$ cat config.mk
export PLATFORM = sky130hd
export DESIGN_NAME = sample_discriminator_config_sequencer
export DESIGN_NICKNAME = d
export VERILOG_FILES = /design/src/rtl/sample_discriminator_config_sequencer.sv
export SDC_FILE = /design/constraint.sdc
export NUM_CORES = 2
export LEC_CHECK = 0
export CORE_ASPECT_RATIO = 0.9
export CORE_MARGIN = 8
export CORE_UTILIZATION = 55
export DETAILED_ROUTE_END_ITERATION = 7
export PLACE_DENSITY = 0.92
export SLEW_MARGIN = 20
export SYNTH_ARGS = -nofsm -noshare
export SYNTH_HDL_FRONTEND = slang
export SYNTH_SLANG_ARGS = --single-unit
$ cat constraint.sdc
create_clock -name i_adc_clk -period 92.7 [get_ports i_adc_clk]
set_input_delay 13.905 -clock i_adc_clk [delete_from_list [all_inputs] [get_ports i_adc_clk]]
set_output_delay 13.905 -clock i_adc_clk [all_outputs]
set_load 0.01 [all_outputs]
$ cat src/rtl/sample_discriminator_config_sequencer.sv
// Shadow/active configuration store for the sample discriminator. A commit swaps the shadow set in at once,
// holds the discriminator in reset, then drains long enough to refill its pre-trigger history.
module sample_discriminator_config_sequencer #(
  parameter int CHANNELS         = 8,
  parameter int TX_CHANNELS      = 8,
  parameter int SAMPLE_WIDTH     = 16,
  parameter int MAX_DELAY_CYCLES = 64,
  parameter int HOLD_CYCLES      = 4,
  localparam int TIMER_BITS      = $clog2(MAX_DELAY_CYCLES),
  localparam int NUM_SRC         = CHANNELS + TX_CHANNELS,
  localparam int SRC_BITS        = $clog2(NUM_SRC),
  localparam int CFG_W           = 2 * CHANNELS * SAMPLE_WIDTH,
  localparam int THR_W           = CHANNELS * 2 * SAMPLE_WIDTH,
  localparam int DLY_W           = CHANNELS * 3 * TIMER_BITS,
  localparam int SRC_W           = CHANNELS * SRC_BITS
) (
  input  logic                i_adc_clk,
  input  logic                i_adc_reset,
  input  logic [1:0]          i_cfg_sel,
  input  logic [CFG_W-1:0]    i_cfg_data,
  input  logic                i_cfg_valid,
  output logic                o_cfg_ready,
  input  logic                i_commit_valid,
  output logic                o_commit_ready,
  output logic [THR_W-1:0]    o_thresholds,
  output logic [DLY_W-1:0]    o_delays,
  output logic [SRC_W-1:0]    o_trigger_sources,
  output logic [CHANNELS-1:0] o_bypass_mask,
  output logic                o_disc_reset_state,
  output logic                o_armed,
  output logic                o_busy,
  output logic                o_cfg_error,
  output logic [15:0]         o_epoch
);

  localparam int CNT_MAX = (HOLD_CYCLES > MAX_DELAY_CYCLES) ? HOLD_CYCLES : MAX_DELAY_CYCLES;
  localparam int CNT_W   = $clog2(CNT_MAX + 1);

  typedef enum logic [1:0] {
    S_IDLE  = 2'd0,
    S_HOLD  = 2'd1,
    S_DRAIN = 2'd2
  } state_t;

  function automatic logic thresholds_ok(input logic [THR_W-1:0] d);
    logic ok;
    ok = 1'b1;
    for (int c = 0; c < CHANNELS; c++) begin
      ok = ok & ($signed(d[c*2*SAMPLE_WIDTH +: SAMPLE_WIDTH]) <=
                 $signed(d[c*2*SAMPLE_WIDTH + SAMPLE_WIDTH +: SAMPLE_WIDTH]));
    end
    return ok;
  endfunction

  function automatic logic sources_ok(input logic [SRC_W-1:0] d);
    logic ok;
    ok = 1'b1;
    for (int c = 0; c < CHANNELS; c++) begin
      ok = ok & (32'(d[c*SRC_BITS +: SRC_BITS]) < 32'(NUM_SRC));
    end
    return ok;
  endfunction

  function automatic logic [SRC_W-1:0] default_sources();
    logic [SRC_W-1:0] s;
    s = '0;
    for (int c = 0; c < CHANNELS; c++) begin
      s[c*SRC_BITS +: SRC_BITS] = SRC_BITS'(c);
    end
    return s;
  endfunction

  state_t               r_state;
  state_t               w_state_next;
  logic [CNT_W-1:0]     r_cnt;
  logic [CNT_W-1:0]     w_cnt_next;

  logic [THR_W-1:0]     r_sh_thr,  w_sh_thr;
  logic [DLY_W-1:0]     r_sh_dly,  w_sh_dly;
  logic [SRC_W-1:0]     r_sh_src,  w_sh_src;
  logic [CHANNELS-1:0]  r_sh_mask, w_sh_mask;

  logic [THR_W-1:0]     r_thr;
  logic [DLY_W-1:0]     r_dly;
  logic [SRC_W-1:0]     r_src;
  logic [CHANNELS-1:0]  r_mask;
  logic                 r_armed;
  logic                 r_cfg_error;
  logic [15:0]          r_epoch;

  logic                 w_idle;
  logic                 w_cfg_fire;
  logic                 w_commit_fire;
  logic                 w_wr_ok;
  logic                 w_drain_done;

  assign w_idle        = (r_state == S_IDLE);
  assign w_cfg_fire    = i_cfg_valid & w_idle;
  assign w_commit_fire = i_commit_valid & w_idle;
  assign w_drain_done  = (r_state == S_DRAIN) && (r_cnt == CNT_W'(1));

  // Write validation
  always_comb begin
    w_wr_ok = 1'b1;
    case (i_cfg_sel)
      2'd0:    w_wr_ok = thresholds_ok(i_cfg_data[THR_W-1:0]);
      2'd2:    w_wr_ok = sources_ok(i_cfg_data[SRC_W-1:0]);
      default: w_wr_ok = 1'b1;
    endcase
  end

  // Shadow set including this cycle's accepted write, so a same-cycle commit picks it up
  always_comb begin
    w_sh_thr  = r_sh_thr;
    w_sh_dly  = r_sh_dly;
    w_sh_src  = r_sh_src;
    w_sh_mask = r_sh_mask;
    if (w_cfg_fire && w_wr_ok) begin
      case (i_cfg_sel)
        2'd0:    w_sh_thr  = i_cfg_data[THR_W-1:0];
        2'd1:    w_sh_dly  = i_cfg_data[DLY_W-1:0];
        2'd2:    w_sh_src  = i_cfg_data[SRC_W-1:0];
        2'd3:    w_sh_mask = i_cfg_data[CHANNELS-1:0];
        default: w_sh_thr  = r_sh_thr;
      endcase
    end else begin
      w_sh_thr = r_sh_thr;
    end
  end

  // State register and shared down-counter
  always_ff @(posedge i_adc_clk or posedge i_adc_reset) begin
    if (i_adc_reset) begin
      r_state <= S_IDLE;
      r_cnt   <= '0;
    end else begin
      r_state <= w_state_next;
      r_cnt   <= w_cnt_next;
    end
  end

  // Next-state logic; each phase exits when the counter reads 1
  always_comb begin
    w_state_next = r_state;
    w_cnt_next   = r_cnt;
    case (r_state)
      S_IDLE: begin
        if (w_commit_fire) begin
          w_state_next = S_HOLD;
          w_cnt_next   = CNT_W'(HOLD_CYCLES);
        end else begin
          w_cnt_next   = '0;
        end
      end
      S_HOLD: begin
        if (r_cnt == CNT_W'(1)) begin
          w_state_next = S_DRAIN;
          w_cnt_next   = CNT_W'(MAX_DELAY_CYCLES);
        end else begin
          w_cnt_next   = r_cnt - CNT_W'(1);
        end
      end
      S_DRAIN: begin
        if (r_cnt == CNT_W'(1)) begin
          w_state_next = S_IDLE;
          w_cnt_next   = '0;
        end else begin
          w_cnt_next   = r_cnt - CNT_W'(1);
        end
      end
      default: begin
        w_state_next = S_IDLE;
        w_cnt_next   = '0;
      end
    endcase
  end

  // Output decode from the registered state
  always_comb begin
    o_cfg_ready        = 1'b0;
    o_commit_ready     = 1'b0;
    o_busy             = 1'b1;
    o_disc_reset_state = 1'b0;
    case (r_state)
      S_IDLE: begin
        o_cfg_ready    = 1'b1;
        o_commit_ready = 1'b1;
        o_busy         = 1'b0;
      end
      S_HOLD:  o_disc_reset_state = 1'b1;
      S_DRAIN: o_disc_reset_state = 1'b0;
      default: o_busy             = 1'b0;
    endcase
  end

  // Shadow and active configuration; active only moves on an accepted commit
  always_ff @(posedge i_adc_clk or posedge i_adc_reset) begin
    if (i_adc_reset) begin
      r_sh_thr  <= '0;
      r_sh_dly  <= '0;
      r_sh_src  <= default_sources();
      r_sh_mask <= '1;
      r_thr     <= '0;
      r_dly     <= '0;
      r_src     <= default_sources();
      r_mask    <= '1;
    end else begin
      r_sh_thr  <= w_sh_thr;
      r_sh_dly  <= w_sh_dly;
      r_sh_src  <= w_sh_src;
      r_sh_mask <= w_sh_mask;
      if (w_commit_fire) begin
        r_thr  <= w_sh_thr;
        r_dly  <= w_sh_dly;
        r_src  <= w_sh_src;
        r_mask <= w_sh_mask;
      end
    end
  end

  // Status: armed, sticky error (a rejection in the commit cycle is not lost), epoch
  always_ff @(posedge i_adc_clk or posedge i_adc_reset) begin
    if (i_adc_reset) begin
      r_armed     <= 1'b0;
      r_cfg_error <= 1'b0;
      r_epoch     <= 16'd0;
    end else begin
      if (w_commit_fire) begin
        r_armed <= 1'b0;
      end else if (w_drain_done) begin
        r_armed <= 1'b1;
      end
      if (w_cfg_fire && !w_wr_ok) begin
        r_cfg_error <= 1'b1;
      end else if (w_commit_fire) begin
        r_cfg_error <= 1'b0;
      end
      if (w_drain_done) begin
        r_epoch <= r_epoch + 16'd1;
      end
    end
  end

  assign o_thresholds      = r_thr;
  assign o_delays          = r_dly;
  assign o_trigger_sources = r_src;
  assign o_bypass_mask     = r_mask;
  assign o_armed           = r_armed;
  assign o_cfg_error       = r_cfg_error;
  assign o_epoch           = r_epoch;

endmodule

==> results.md <==
* Maximum vdd drop at ~0.026 mV
* Area of the mapped netlist at 38200 um^2
* R2R depth at 7
* Pre-CTS WS at around 73 ns
* Final HPWL DP at 90600 um
* Die H at 266 um
* Die W at 294 um
* Synth Register Bits at a little over 900
* Fmax at 0.0530 GHz
* Worst path bufs/invs at 4
* Cell Rows at 91
* First-pass GRT wire length at 208000 um
* P_leak at approximately 24 nW
* Final GP Congestion at 0.988
* Status: complete, but fails checks
* Leading cell type in the layout, fill and taps excluded: nand2_1
* Max_slew headroom at 21.6%
* Antenna Nets Post-Route at 0
* Drt wl/cell at roughly 26 um
* Total grt overflow at 0
* Worst-path clk slew at 0.06 ns
* Final Max Tran Viols at 0
* Resize count post-CTS at 0
* Worst-margin pin slew at approximately 1.2 ns
* Internal at a little over 1 mW
* Top delay family on crit path: buffers and inverters
* FF-to-FF setup slack at 88.32 ns
* Crit-path slowest cell: buf_4
* Final WS setup at roughly 74 ns
* Fill count at 4382
* WP data required at about 93 ns
* Hold_buf cts at 0
* Flop pwr share at 39.0%
* Async S/R FF share, synth at 100%
* CORE AREA at 68500 um^2
* Period utilization at 20.4%
* Worst Path Max Fanout at 88
* Final nets at 4819
* Switching pwr at 0.545 mW
* Fin util at 71.8%
* Area Overhead vs Synth at 29.0%
* Vias in the first global route at between 30000 and 40000
* Setup bufs post-CTS at 0
* Largest net degree at the start of global routing at roughly 250
* All-layer global routing usage at 34.3%
* Initial Util at 55.7%
* Hold WC Path Type: reg2reg
* Commonest cells after routing, fill and taps aside: nand2_1 (922), dfrtp_1 (867), clkdlybuf4s50_1 (723)
* Final hold vios at 0
* Unrepaired setup endpoints after global routing: false
* Final std cells w/o fill at 5452
* Crit-path cells: clkdlybuf4s50_1, inv_1, ha_1, nand3_1, nor4_1, a21oi_1, a31oi_1, a2111o_2, buf_4, buf_4, o21ai_1, a31oi_1
* Worst EP arrival at 19.40 ns
* Post-synthesis sequential area ratio at 59.6%
* FF-to-FF End: o_thresholds[10]
* Post-Route WL at about 140000 um
* Clock skew at 0.0352 ns
* Number of nets produced by synthesis at 4237
* Min-Delay Path Depth at 2
* Worst setup SP type: input port
* DRC violations left at 4
* Die area at 78100 um^2
* Port Buf Inserts at between 700 and 800
* Comb pwr share at 35.3%
* Hold wc startpoint: o_trigger_sources[4]
* Worst reg2reg startpoint: r_state[1]
* Clock latency on the worst-skew pair at 0.68 ns
* Sink Count at 907
* Avg Cell Area, Syn at 9.94 um^2
* Clock buffer depth at 3
* Critical path class: in2reg
* Final setup vio count at 0
* Placed Instances at 5260
* I/O pins at ~720
* CTS tree: done
* Num CTS Buffers at 90
* Vias at 34300
* DR pass1 iterations at 8
* Hold EP: o_trigger_sources[4]
* Violated checks: design-rule violations
* Clock Power Share at 25.7%
* Max incr delay on CP at 0.90 ns
* EDFF count, synth at 0
* TNS Setup at 0 ns
* Synth Warn # at 0
* H-tree depth at 3
* Vias per inst at 6.29
* Max Cap Viol at 0
* Antenna violations before repair at 25
* Sw Share at 34.7%
* DRT iter0 DRCs at 3892
* PD cells at 31.9 nW/um^2
* Post-layout min period at 18.88 ns
* Synth Flop Type: dfrtp_1
* Root buffer cell: clkbuf_16
* Mapped Cells at between 3000 and 4000
* Layout cells sized above 1 at 7.76%
* Distinct cells, synth at 52
* Critical path endpoint category: flip-flop
==> synthesized netlist by cell type (all sizes together) (10+ instances only) <==
master  number  area share [%]
nor2       280             2.8
a21o        14            0.28
dfrtp      867              57
buf         72            0.90
ha         135             4.4
xnor2       12            0.28
dfstp       40             2.8
nand3       21            0.28
nand2      924             9.1
inv        145             1.4
mux2       106             3.1
clkbuf     197             1.9
a21oi       49            0.64
nand4      280             4.6
o21ai      350             4.6
a31oi      258             4.2
nor3        10            0.13
==> flip-flops by register name (all words and copies together), names as in the netlist <==
name / count
o_armed: 1
o_bypass_mask: 8
o_epoch: 16
o_thresholds: 256
o_cfg_error: 1
r_cnt: 7
r_state: 2
o_delays: 144
r_sh_thr: 256
r_sh_src: 32
r_sh_dly: 144
o_trigger_sources: 32
r_sh_mask: 8
==> worst max-delay path by stage <==
stage                          startpoint           endpoint  depth (start not counted)
after floorplan               i_adc_reset            o_armed                          1
after global placement    i_cfg_data[255]  o_thresholds[255]                         12
after detailed placement  i_cfg_data[255]  o_thresholds[161]                         12
after CTS                 i_cfg_data[255]  o_thresholds[161]                         12
after global routing      i_cfg_data[255]  o_thresholds[161]                         12
final                     i_cfg_data[255]  o_thresholds[161]                         12
==> metal layers <==
layer / vias to the layer above / track usage, % / wire length (um)
met5: - / 0 / 57
met4: 8 / 25.5 / 12700
met2: 2538 / 53.4 / 63000
met1: 16700 / 40.5 / 48100
met3: 699 / 10.0 / 15800
li1: 14400 / - / -
==> power by group through the flow <==
stage	registers (mW)	clock network, mW	logic [mW]
final	0.611	0.403	0.554
after global routing	0.620	0.421	0.589
after CTS	0.608	0.406	0.549
after detailed placement	0.610	0	0.536
after global placement	0.604	0	0.517
after floorplan	0.638	0	0.202
==> through the flow <==
| step | cell area [um^2] | total power [mW] | hold slack [ns] |
|---|---|---|---|
| after floorplan | 38200 | 0.840 | 0.446 |
| after global placement | 45800 | 1.12 | 0.445 |
| after detailed placement | 45800 | 1.15 | 0.449 |
| after CTS | 49100 | 1.56 | 0.459 |
| after global routing | 49200 | 1.63 | 0.483 |
| final | 49200 | 1.57 | 0.458 |
==> final cells by class <==
cell class	instances	area (um^2)	share of cell area, %
repair buffers	759	7560	15.4
flip-flops and latches	907	22700	46.2
well taps	930	1160	2.36
inverters	145	552	1.12
multi-input cells	2519	13800	28.1
diodes	23	57.6	0.117
clock inverters	51	821	1.67
clock buffers	118	2490	5.05
==> logic make-up after synthesis <==
kind of cell             share of synthesized area, %
multiplexers                                     3.18
flip-flops                                       59.6
XOR/XNOR                                        0.436
buffers and inverters                            4.26
AO/OA/AOI/OAI                                    10.6
adder cells (fa/ha/maj)                          4.43
AND/OR/NAND/NOR                                  17.5
==> tightest hold or removal path, delay by kind of cell, from the launching register on <==
kind | cells | cell delay [ns]
and+or+nand+nor | 2 | 0.10
DFF | 1 | 0.37
Power figures use the tool's default switching activity.
